$ cat config.mk
export PLATFORM = sky130hd
export DESIGN_NAME = wavegen_nco
export DESIGN_NICKNAME = d
export VERILOG_FILES = /design/src/rtl/wavegen_pkg.sv /design/src/rtl/wavegen_sine_rom.sv /design/src/rtl/wavegen_nco.sv
export SDC_FILE = /design/constraint.sdc
export NUM_CORES = 1
export LEC_CHECK = 0
export ABC_AREA = 1
export ABC_CLOCK_PERIOD_IN_PS = 2040
export BUFFER_PORTS_ARGS = -buffer_cell sky130_fd_sc_hd__buf_2
export CELL_PAD_IN_SITES_DETAIL_PLACEMENT = 1
export CELL_PAD_IN_SITES_GLOBAL_PLACEMENT = 2
export CORE_ASPECT_RATIO = 1.1
export CORE_MARGIN = 2
export CORE_UTILIZATION = 31
export DETAILED_ROUTE_END_ITERATION = 10
export GPL_TIMING_DRIVEN = 0
export PLACE_DENSITY = 0.88
export SLEW_MARGIN = 5
export SYNTH_ARGS = -nofsm -noshare
export SYNTH_HDL_FRONTEND = slang
export SYNTH_SLANG_ARGS = --single-unit
$ cat constraint.sdc
create_clock -name clk -period 2.04 [get_ports clk]
set_input_delay 0.204 -clock clk [delete_from_list [all_inputs] [get_ports clk]]
set_output_delay 0.204 -clock clk [all_outputs]
set_load 0.01 [all_outputs]
$ cat src/rtl/wavegen_pkg.sv
// Shared definitions for the NCO waveform generator: mode encodings and noise LFSR constants.
package wavegen_pkg;

    typedef enum logic [2:0] {
        MODE_SQUARE = 3'd0,
        MODE_SAW    = 3'd1,
        MODE_RSAW   = 3'd2,
        MODE_TRI    = 3'd3,
        MODE_PWM    = 3'd4,
        MODE_NOISE  = 3'd5,
        MODE_SINE   = 3'd6,
        MODE_ZERO   = 3'd7
    } mode_e;

    localparam logic [15:0] LFSR_SEED = 16'hACE1;
    // Fibonacci taps at bits 15, 13, 12, 10
    localparam logic [15:0] LFSR_TAPS = 16'hB400;

    function automatic logic [15:0] lfsr_next(input logic [15:0] s);
        return {s[14:0], ^(s & LFSR_TAPS)};
    endfunction

endpackage

$ cat src/rtl/wavegen_sine_rom.sv
// Quarter-wave sine table with quadrant mirroring; offset-binary output.
// Only compiled when WAVEGEN_SINE_EN is defined; requires WIDTH >= 3.
`ifdef WAVEGEN_SINE_EN
module wavegen_sine_rom #(
    parameter int unsigned WIDTH = 8
) (
    input  logic [WIDTH-1:0] i_phase,
    output logic [WIDTH-1:0] o_sample
);

    localparam int unsigned AW  = WIDTH - 2;
    localparam int unsigned N   = 1 << AW;
    localparam longint      AMP = (64'sd1 <<< (WIDTH - 1)) - 64'sd1;
    localparam logic [WIDTH-1:0] MID = {1'b1, {(WIDTH-1){1'b0}}};

    // Elaboration-time Q30 Taylor series of sin(idx/N * pi/2), scaled to AMP
    function automatic logic [WIDTH-2:0] quarter_sin(input int unsigned idx);
        longint x, x2, term, acc, v;
        x    = (longint'(idx) * 64'sd1686629713) / longint'(N);
        x2   = (x * x) >>> 30;
        term = x;
        acc  = x;
        for (int unsigned k = 1; k < 8; k++) begin
            term = -((term * x2) >>> 30) / longint'((2 * k) * (2 * k + 1));
            acc  = acc + term;
        end
        v = (acc * AMP + (64'sd1 <<< 29)) >>> 30;
        if (v < 0)   v = 0;
        if (v > AMP) v = AMP;
        return v[WIDTH-2:0];
    endfunction

    logic [WIDTH-2:0] w_rom [N];
    logic [1:0]       w_quad;
    logic [AW-1:0]    w_idx;
    logic [AW-1:0]    w_addr;
    logic [WIDTH-2:0] w_mag;

    for (genvar gi = 0; gi < N; gi++) begin : g_rom
        assign w_rom[gi] = quarter_sin(gi);
    end

    assign w_quad = i_phase[WIDTH-1 -: 2];
    assign w_idx  = i_phase[AW-1:0];
    assign w_addr = w_quad[0] ? ~w_idx : w_idx;
    assign w_mag  = w_rom[w_addr];

    always_comb begin
        o_sample = MID;
        if (w_quad[1]) o_sample = MID - {1'b0, w_mag};
        else           o_sample = MID + {1'b0, w_mag};
    end

endmodule
`endif

$ cat src/rtl/wavegen_nco.sv
// NCO-driven multi-mode waveform generator, one channel. Mode 6 is a sine
// when WAVEGEN_SINE_EN is defined, otherwise constant 0 like mode 7.
module wavegen_nco
    import wavegen_pkg::*;
#(
    parameter int unsigned WIDTH   = 8,
    parameter int unsigned PHASE_W = 16
) (
    input  logic               clk,
    input  logic               rst,
    input  logic               en,
    input  logic [2:0]         select,
    input  logic [PHASE_W-1:0] step,
    input  logic [WIDTH-1:0]   duty,
    output logic [WIDTH-1:0]   out,
    output logic               wrap
);

    logic [PHASE_W-1:0] r_phase;
    mode_e              r_sel;
    logic [WIDTH-1:0]   r_out;
    logic               r_wrap;
    logic [15:0]        r_lfsr;

    logic [PHASE_W-1:0] w_phase_n;
    mode_e              w_sel_n;
    logic [WIDTH-1:0]   w_out_n;
    logic               w_wrap_n;
    logic [15:0]        w_lfsr_n;
    logic [PHASE_W:0]   w_sum;
    mode_e              w_sel_in;
    logic [WIDTH-1:0]   w_sine;

`ifdef WAVEGEN_SINE_EN
    localparam logic [WIDTH-1:0] SINE_AT_ZERO = {1'b1, {(WIDTH-1){1'b0}}};

    wavegen_sine_rom #(
        .WIDTH(WIDTH)
    ) u_sine (
        .i_phase (r_phase[PHASE_W-1 -: WIDTH]),
        .o_sample(w_sine)
    );
`else
    localparam logic [WIDTH-1:0] SINE_AT_ZERO = '0;

    assign w_sine = '0;
`endif

    // top = phase[PHASE_W-1 -: WIDTH+1]: p is its upper WIDTH bits, q its lower WIDTH bits
    function automatic logic [WIDTH-1:0] sample_fn(
        input mode_e            m,
        input logic [WIDTH:0]   top,
        input logic [WIDTH-1:0] noise,
        input logic [WIDTH-1:0] dty,
        input logic [WIDTH-1:0] sine_v
    );
        logic [WIDTH-1:0] p;
        logic [WIDTH-1:0] q;
        logic             msb;
        p   = top[WIDTH:1];
        q   = top[WIDTH-1:0];
        msb = top[WIDTH];
        case (m)
            MODE_SQUARE: return msb ? '1 : '0;
            MODE_SAW:    return p;
            MODE_RSAW:   return ~p;
            MODE_TRI:    return msb ? ~q : q;
            MODE_PWM:    return (p < dty) ? '1 : '0;
            MODE_NOISE:  return noise;
            MODE_SINE:   return sine_v;
            default:     return '0;
        endcase
    endfunction

    assign w_sel_in = mode_e'(select);
    assign w_sum    = {1'b0, r_phase} + {1'b0, step};

    always_comb begin
        w_phase_n = r_phase;
        w_sel_n   = r_sel;
        w_out_n   = r_out;
        w_wrap_n  = 1'b0;
        w_lfsr_n  = r_lfsr;
        if (w_sel_in != r_sel) begin
            // Mode change wins over en and restarts the waveform at phase 0
            w_sel_n   = w_sel_in;
            w_phase_n = '0;
            w_out_n   = sample_fn(w_sel_in, '0, r_lfsr[WIDTH-1:0], duty, SINE_AT_ZERO);
        end else if (en) begin
            w_phase_n = w_sum[PHASE_W-1:0];
            w_out_n   = sample_fn(r_sel, r_phase[PHASE_W-1 -: WIDTH+1],
                                  r_lfsr[WIDTH-1:0], duty, w_sine);
            w_wrap_n  = w_sum[PHASE_W];
            if (w_sum[PHASE_W]) w_lfsr_n = lfsr_next(r_lfsr);
        end
    end

    always_ff @(posedge clk) begin
        if (!rst) begin
            r_phase <= '0;
            r_sel   <= MODE_SQUARE;
            r_out   <= '0;
            r_wrap  <= 1'b0;
            r_lfsr  <= LFSR_SEED;
        end else begin
            r_phase <= w_phase_n;
            r_sel   <= w_sel_n;
            r_out   <= w_out_n;
            r_wrap  <= w_wrap_n;
            r_lfsr  <= w_lfsr_n;
        end
    end

    assign out  = r_out;
    assign wrap = r_wrap;

endmodule

* After elaboration in Yosys (flattened, before gate mapping)
Index checks and enable logic that the tools add are counted.
Operators by class: mux-type cells 8, reduce and logical (&&, ||, !) cells 6, $lt $le $gt $ge 2, $add $sub $neg 1, bitwise logic cells 5, eq/ne operators 9
Operators with widths (count):
- 2-to-1 mux 8 bit | 6
- case mux 8 bit (6 select lines) | 1
- case mux 8 bit (3 select lines) | 1
- adder 16 x 16 -> 17 bit | 1
- inverter 8 bit | 2
- XOR reduction 16 bit | 1
- equality test 3 bit, second input constant | 4
- equality test 3 x 2 -> 1 bit, second input constant | 3
- less-than comparator 1 x 8 -> 1 bit, first input constant | 1
- less-than comparator 8 bit | 1
- equality test 3 x 1 -> 1 bit, second input constant | 1
- zero test 3 bit | 1
- inequality test 3 bit | 1
- inverter 1 bit | 3
- AND reduction 3 bit | 1
- OR reduction 3 bit | 1
- nonzero test 2 bit | 1
- OR reduction 2 bit | 1
Word-level totals: input bits 30, output and inout port bits 9, flip-flop bits (word level) 44, word-level logic and storage cells 36

* Logic depth before layout (Yosys ltp)
Gate-level depths: netlist (run 1).
depth after elaboration 5, gate-level depth with buffers 12

* Worst setup path after synthesis (run 1)
No wires, ideal clock.
path type reg-to-reg, start register r_phase[0], end register r_lfsr[1], path slack 254 ps, stages on the path, launching flop included 12, period minus slack after synthesis 1786 ps, arrival time 1671 ps, path through dfxtp_1 > ha_1 > fa_1 > nand2_1 > nand3_1 > nand4_1 > nand2_1 > nand2_1 > nand2_2 > buf_2 > a21oi_1 > nor2_1
Between the ends: word-level cells in the longest chain between the ends 2
RTL lines:
- start: declaration | line wavegen_nco.sv:19 | logic [PHASE_W-1:0] r_phase;
- start signal: assignment | line wavegen_nco.sv:106 | r_phase <= w_phase_n;
- adder 16 x 16 -> 17 bit | line wavegen_nco.sv:76 | assign w_sum = {1'b0, r_phase} + {1'b0, step};
- AND reduction 3 bit (no source line)
- end signal: assignment | line wavegen_nco.sv:110 | r_lfsr <= w_lfsr_n;
- end: declaration | line wavegen_nco.sv:23 | logic [15:0] r_lfsr;
No other way between the ends. A chain may end at the register's enable or synchronous reset.

* Worst setup path after layout (run 1)
start register r_phase[0], end register r_lfsr[12]
The elaborated chain is that of the path after synthesis.

==> impl_metrics.json, run 1 <==
{
  "fp.dieW_um": 104,
  "drv_cap": 0,
  "synth_top_family_by_area": "simple AND/OR/NAND/NOR gates",
  "drc": 0,
  "cts_tree": "yes",
  "cts_sinks": 44,
  "path_class": "reg2reg",
  "ctsHoldBuffers": 0,
  "io_pins": 39,
  "start_util": 0.316,
  "fillers": 1468,
  "cp_max_fo": 10,
  "leakage_nw": 2.25,
  "multi_input_area_mm2": 0.00218,
  "ir_drop_mv": 0.432,
  "grt_pass1_wl_mm": 17.0,
  "grt_pass1_vias": 3666,
  "synth_area_leader_cell": "dfxtp_1",
  "max_slew_margin": 0.600,
  "rsz0062_at_grt": "true",
  "synth-xor-area-share": 0.0302,
  "cp_cell_sequence": "ha_1, fa_2, nand2_2, nand3_2, nand4_1, nand2_2, nand2_2, nand2_4, buf_6, a21oi_2, nor2_2",
  "cp-end-kind": "flop",
  "synth-simple-area-share": 0.396,
  "postCtsSetupBuffers": 0,
  "synthTopCellsByArea": "dfxtp_1 (26%), nand2_1 (22%), inv_1 (9.8%)",
  "cp_data_required_time_ns": 2.22,
  "cts-root-buf": "clkbuf_16",
  "powerDensity_mw_per_mm2": 524,
  "h-tree-depth": 2,
  "syn-instance-count": 572,
  "max_freq_mhz": 530,
  "ys_seq_area_frac": 0.256,
  "ys_warn_count": 0,
  "overflow": 0,
  "cpMaxStageDelayCell": "fa_2",
  "critPathLaunchType": "flop",
  "area_growth_pct": 17.1,
  "synth-compound-area-share": 0.102,
  "via_count": 3676,
  "synthMuxAreaShare": 0,
  "finalWirelength_mm": 9.99,
  "n_antenna_cell": 0,
  "syn_area_per_cell_um2": 6.01,
  "hp-class": "in2reg",
  "dp.cells": 757,
  "die_area_mm2": 0.0119,
  "path_clk_slew_ns": 0.07,
  "finalHoldViolCount": 0,
  "status": "completed",
  "power_mw": 2.11,
  "drive_gt1_frac": 0.142,
  "coreArea_mm2": 0.0109,
  "synth_nets": 626,
  "track_usage": 0.175,
  "slew_viol_final": 0,
  "ys_ff_latch": 44,
  "synthAdderAreaFrac": 0.0896,
  "regArea_um2": 885,
  "layoutNonFillerInstCount": 765,
  "post_drt_wl_per_cell_um": 13.1,
  "drt-initial-drc-count": 91,
  "port_buffers": 38,
  "clkLatencyLatePin_ns": 0.29,
  "worst-endpoint-arrival_ns": 2.07,
  "fin_crit_sh": 0.924,
  "critPathTopFamily": "simple AND/OR/NAND/NOR gates",
  "grt_max_degree": 15,
  "vias_per_cell": 4.81,
  "fin_skew_ns": 0.00733,
  "worst_pin_slew_ns": 0.599,
  "post_synth_num_cell_types": 32,
  "clockBufferDepth": 2,
  "setup_viol": 0,
  "nets": 671,
  "die_height_um": 114,
  "synth_area_mm2": 0.00344,
  "max_stage_delay_ns": 0.35,
  "yosysTopAreaCellShare": 0.256,
  "antenna_found_initial": 0,
  "hpwlAfterDp_mm": 8.13,
  "first_pass_iters": 6,
  "numCtsBuffers": 5,
  "rows": 40,
  "cp.buffers_inverters": 1,
  "globalplace.congestion": 0.788,
  "ant_nets": 0,
  "min_period_ns": 1.89,
  "crit_path_frequent_cell": "nand2_2"
}
cells in the final DEF (no fill, tap or decap), drive strengths merged, types with 11 or more instances in the layout:
cell type,n
nor2,37
inv,93
ha,23
clkbuf,11
o21ai,13
buf,46
nand3,65
a21oi,46
dfxtp,44
nand2,202
area by class of cell:
type                    count  share of cell area
clock inverters             2             0.00404
flip-flops and latches     44               0.220
well taps                 147              0.0457
repair buffers             38              0.0472
inverters                  95              0.0886
clock buffers               6              0.0320
multi-input cells         420               0.541
plain buffers              13              0.0221
synthesized netlist by cell type:
| library cell | instances |
|---|---|
| nor2_4 | 2 |
| a21oi_2 | 7 |
| buf_6 | 2 |
| buf_2 | 4 |
| o21bai_1 | 1 |
| inv_2 | 3 |
| dfxtp_1 | 44 |
| o31ai_1 | 1 |
| xnor2_1 | 4 |
| xnor2_2 | 1 |
| or2_2 | 3 |
| nand2_1 | 200 |
| nand2_2 | 1 |
| a21oi_1 | 39 |
| clkbuf_1 | 5 |
| nand3_1 | 65 |
| and2_1 | 2 |
| nand2_4 | 1 |
| o21ai_1 | 2 |
| nor3_1 | 5 |
| o211ai_1 | 2 |
| nand4_1 | 7 |
| nor2_2 | 1 |
| nor3_2 | 1 |
| fa_1 | 1 |
| buf_4 | 2 |
| clkinv_1 | 2 |
| ha_1 | 23 |
| o21ai_0 | 11 |
| inv_1 | 90 |
| xor2_1 | 6 |
| nor2_1 | 34 |
kinds of logic (layout without fill, tap and decap cells):
logic type                 after synthesis  count (layout)
and+or+nand+nor                        322             322
AOI/OAI and AO/OA                       63              63
buffers and inverters                  108             154
DFF                                     44              44
xor gates and xnor gates                11              11
adders and majority gates               24              24
worst min-delay path, cell delays in order:
cell	delay (ns)
buf_2	0.14
nand2_1	0.06
inv_1	0.03
final timing paths:
check / start / end / slack (ns) / cells after the start
hold / removal: select[2] / r_sel[2] / 0.19 / 3
setup / recovery: r_phase[0] / r_lfsr[12] / 0.15 / 11
hold reg to reg: r_phase[2] / r_phase[2] / 0.47 / 2
setup reg to reg: r_phase[0] / r_lfsr[12] / 0.15 / 11
metrics by stage:
step / setup slack [ns] / hold slack, ns / area [um^2] / util / setup TNS, ns
after floorplan: 0.254 / 0.297 / 3440 / - / 0
after CTS: 0.00939 / 0.190 / 3970 / 0.366 / 0
after global placement: -0.0375 / 0.446 / 3810 / 0.351 / -0.370
final: 0.154 / 0.192 / 4030 / 0.371 / 0
after global routing: -0.00109 / 0.205 / 4030 / 0.371 / -0.00109
after detailed placement: -0.102 / 0.468 / 3810 / 0.351 / -1.20
where the power goes:
part	leakage [nW]	switching, mW	total [mW]	internal [mW]
Combinational	1.82	0.256	0.403	0.147
Sequential	0.359	0.0179	0.900	0.882
Clock	0.0671	0.351	0.808	0.457
repair_timing:
action / CTS / global route
gates resized for setup: 7 / 14
endpoints found under the setup margin: 16 / 18
cloned: 0 / 0
per-layer routing:
metal	routed length (um)	global-route usage	up-vias
li1	-	-	1883
met1	4660	0.215	1738
met2	4900	0.321	41
met3	259	0.0262	14
met4	160	0.0441	0
met5	0	0	-
registers in the layout, summed over array words and instances (netlist names):
register,flops
r_lfsr,16
r_phase,16
out,8
r_sel,3
wrap,1
Note: power is estimated with default switching activity, not from simulation.
==> run 2, diff against run 1 <==
- PLACE_DENSITY: 0.88 -> default
- PLACE_DENSITY_LB_ADDON: default -> 0.15
==> run 2 against run 1 <==
Setup slack worse by 0.034 ns. Clock skew about the same. Global-route usage up 0.33 points. Non-clock buffer count up 1. Worst hold slack worse by 0.032 ns. Fmax down 1.8%. Die area unchanged. Clock power up 21%. Power up 7.9%. First-iteration DRC count up 4.4%.
==> impl_metrics.json, run 2 (synthesized netlist as in run 1, its figures left out) <==
{
  "cp_data_required_time_ns": 2.23,
  "mostFrequentLayoutCell": "nand2_1",
  "layoutNonFillerInstCount": 766,
  "r2r_end": "r_lfsr[4]",
  "io_pins": 39,
  "reg2reg_slack_ns": 0.12,
  "area_growth_pct": 17.8,
  "start_util": 0.316,
  "crit_end": "r_lfsr[4]",
  "power.share.clock": 0.428,
  "cts-root-buf": "clkbuf_16",
  "globalplace.congestion": 0.784,
  "rows": 40,
  "cp-end-kind": "flop",
  "worst_pin_slew_ns": 0.634,
  "die_height_um": 114,
  "mostFrequentLayoutCells": "nand2_1 (196), inv_1 (90), nand3_1 (64)",
  "drive_gt1_frac": 0.144,
  "coreArea_mm2": 0.0109,
  "overflow": 0,
  "ctsHoldBuffers": 0,
  "cts_tree": "yes",
  "hpwlAfterDp_mm": 8.34,
  "slew_viol_final": 0,
  "drv_cap": 0,
  "fin_skew_ns": 0.00691,
  "drt-initial-drc-count": 95,
  "cp_max_fo": 10,
  "ant_nets": 0,
  "p_int_mw": 1.62,
  "powerDensity_mw_per_mm2": 562,
  "die_area_mm2": 0.0119,
  "grt_max_degree": 17,
  "first_pass_iters": 4,
  "fp.dieW_um": 104,
  "grt_pass1_vias": 3565,
  "reg2regPathDepth": 8,
  "critPathLaunchType": "flop",
  "fin_crit_sh": 0.941,
  "nets": 672,
  "path_class": "reg2reg",
  "setup_viol": 0,
  "cts_sinks": 44,
  "antenna_found_initial": 0,
  "p_seq_frac": 0.394,
  "via_count": 3614,
  "hp-class": "in2reg",
  "post_drt_wl_per_cell_um": 13.5,
  "n_antenna_cell": 0,
  "drc": 0,
  "port_buffers": 38,
  "finalHoldViolCount": 0,
  "vias_per_cell": 4.72,
  "power_mw": 2.28,
  "dp.cells": 757,
  "switchingPower_mw": 0.659,
  "final_util": 0.373,
  "leakage_nw": 2.27,
  "grt_pass1_wl_mm": 17.2,
  "clkLatencyLatePin_ns": 0.29,
  "fin_worst_hold_slack_ns": 0.160,
  "fin_setup_tns_ns": 0,
  "r2r_start": "r_phase[13]",
  "status": "completed",
  "max_slew_margin": 0.577,
  "startpoint": "r_phase[13]",
  "worst-endpoint-arrival_ns": 2.11,
  "clockBufferDepth": 2,
  "min_period_ns": 1.92,
  "ir_drop_mv": 0.336,
  "fillers": 1494,
  "finalWirelength_mm": 10.3,
  "switching_share": 0.289,
  "numCtsBuffers": 5,
  "track_usage": 0.179,
  "h-tree-depth": 2,
  "path_clk_slew_ns": 0.07,
  "comb_power_share": 0.177,
  "max_freq_mhz": 521
}
[run 2: cell types whose count changed in the layout (fill, tap and decap cells not counted), sizes merged]
cell      previous run  this run
clkbuf              11        10
clkinvlp             1         0
buf                 46        47
bufinv               0         1
inv                 93        95
clkinv               3         2
[run 2: per-stage QoR]
step | area (um^2) | setup slack (ns)
detailed placement | 3810 | -0.0780
global placement | 3810 | -0.0402
finish | 4050 | 0.120
floorplan | 3440 | 0.254
global route | 4050 | -0.00288
CTS | 4010 | 0.00426
[run 2: timing repair]
item | 4_1_cts | 5_1_grt
pin swaps | 0 | 2
setup endpoints to repair | 16 | 20
hold endpoints to repair | 0 | 0
resized for setup | 9 | 11
setup buffers | 0 | 1
[run 2: area by class of cell]
cell class                      count  area, um^2  area share
Tap cell                          147         184      0.0454
Buffer                             13        88.8      0.0219
Sequential cell                    44         888       0.219
Clock inverter                      3        50.0      0.0124
Timing Repair Buffer               39         198      0.0488
Inverter                           95         357      0.0880
Multi-Input combinational cell    420        2160       0.533
Clock buffer                        5         125      0.0309
[run 2: power by group through the flow]
stage | sequential (mW) | clock, mW | combinational [mW]
after global placement | 0.918 | 0 | 0.392
after global routing | 0.901 | 1.04 | 0.467
after detailed placement | 0.919 | 0 | 0.403
after CTS | 0.899 | 1.01 | 0.408
final | 0.898 | 0.975 | 0.404
after floorplan | 0.919 | 0 | 0.271
[run 2: critical path: stages, from the launching register on]
cell	delay (ns)
dfxtp_2	0.37
ha_1	0.37
a21oi_2	0.21
o21ai_0	0.13
a21oi_1	0.23
nand2_4	0.14
buf_6	0.17
a21oi_1	0.14
nor2_1	0.07
[run 2: worst min path at each step]
stage	startpoint	end	slack [ns]	cells past startpoint
floorplan	select[0]	r_sel[0]	0.30	2
global placement	r_phase[2]	r_phase[2]	0.45	2
detailed placement	r_lfsr[11]	r_lfsr[11]	0.46	2
CTS	select[1]	r_sel[1]	0.16	3
global route	select[1]	r_sel[1]	0.19	3
finish	select[1]	r_sel[1]	0.16	3
[run 2: per-layer routing]
| layer | vias up | global-route usage | wire (um) | part of all wire |
|---|---|---|---|---|
| li1 | 1893 | - | - | - |
| met1 | 1687 | 0.232 | 5020 | 0.49 |
| met2 | 28 | 0.320 | 5020 | 0.49 |
| met3 | 6 | 0.0222 | 188 | 0.018 |
| met4 | 0 | 0.0324 | 82 | 0.0080 |
| met5 | - | 0 | 0 | 0 |
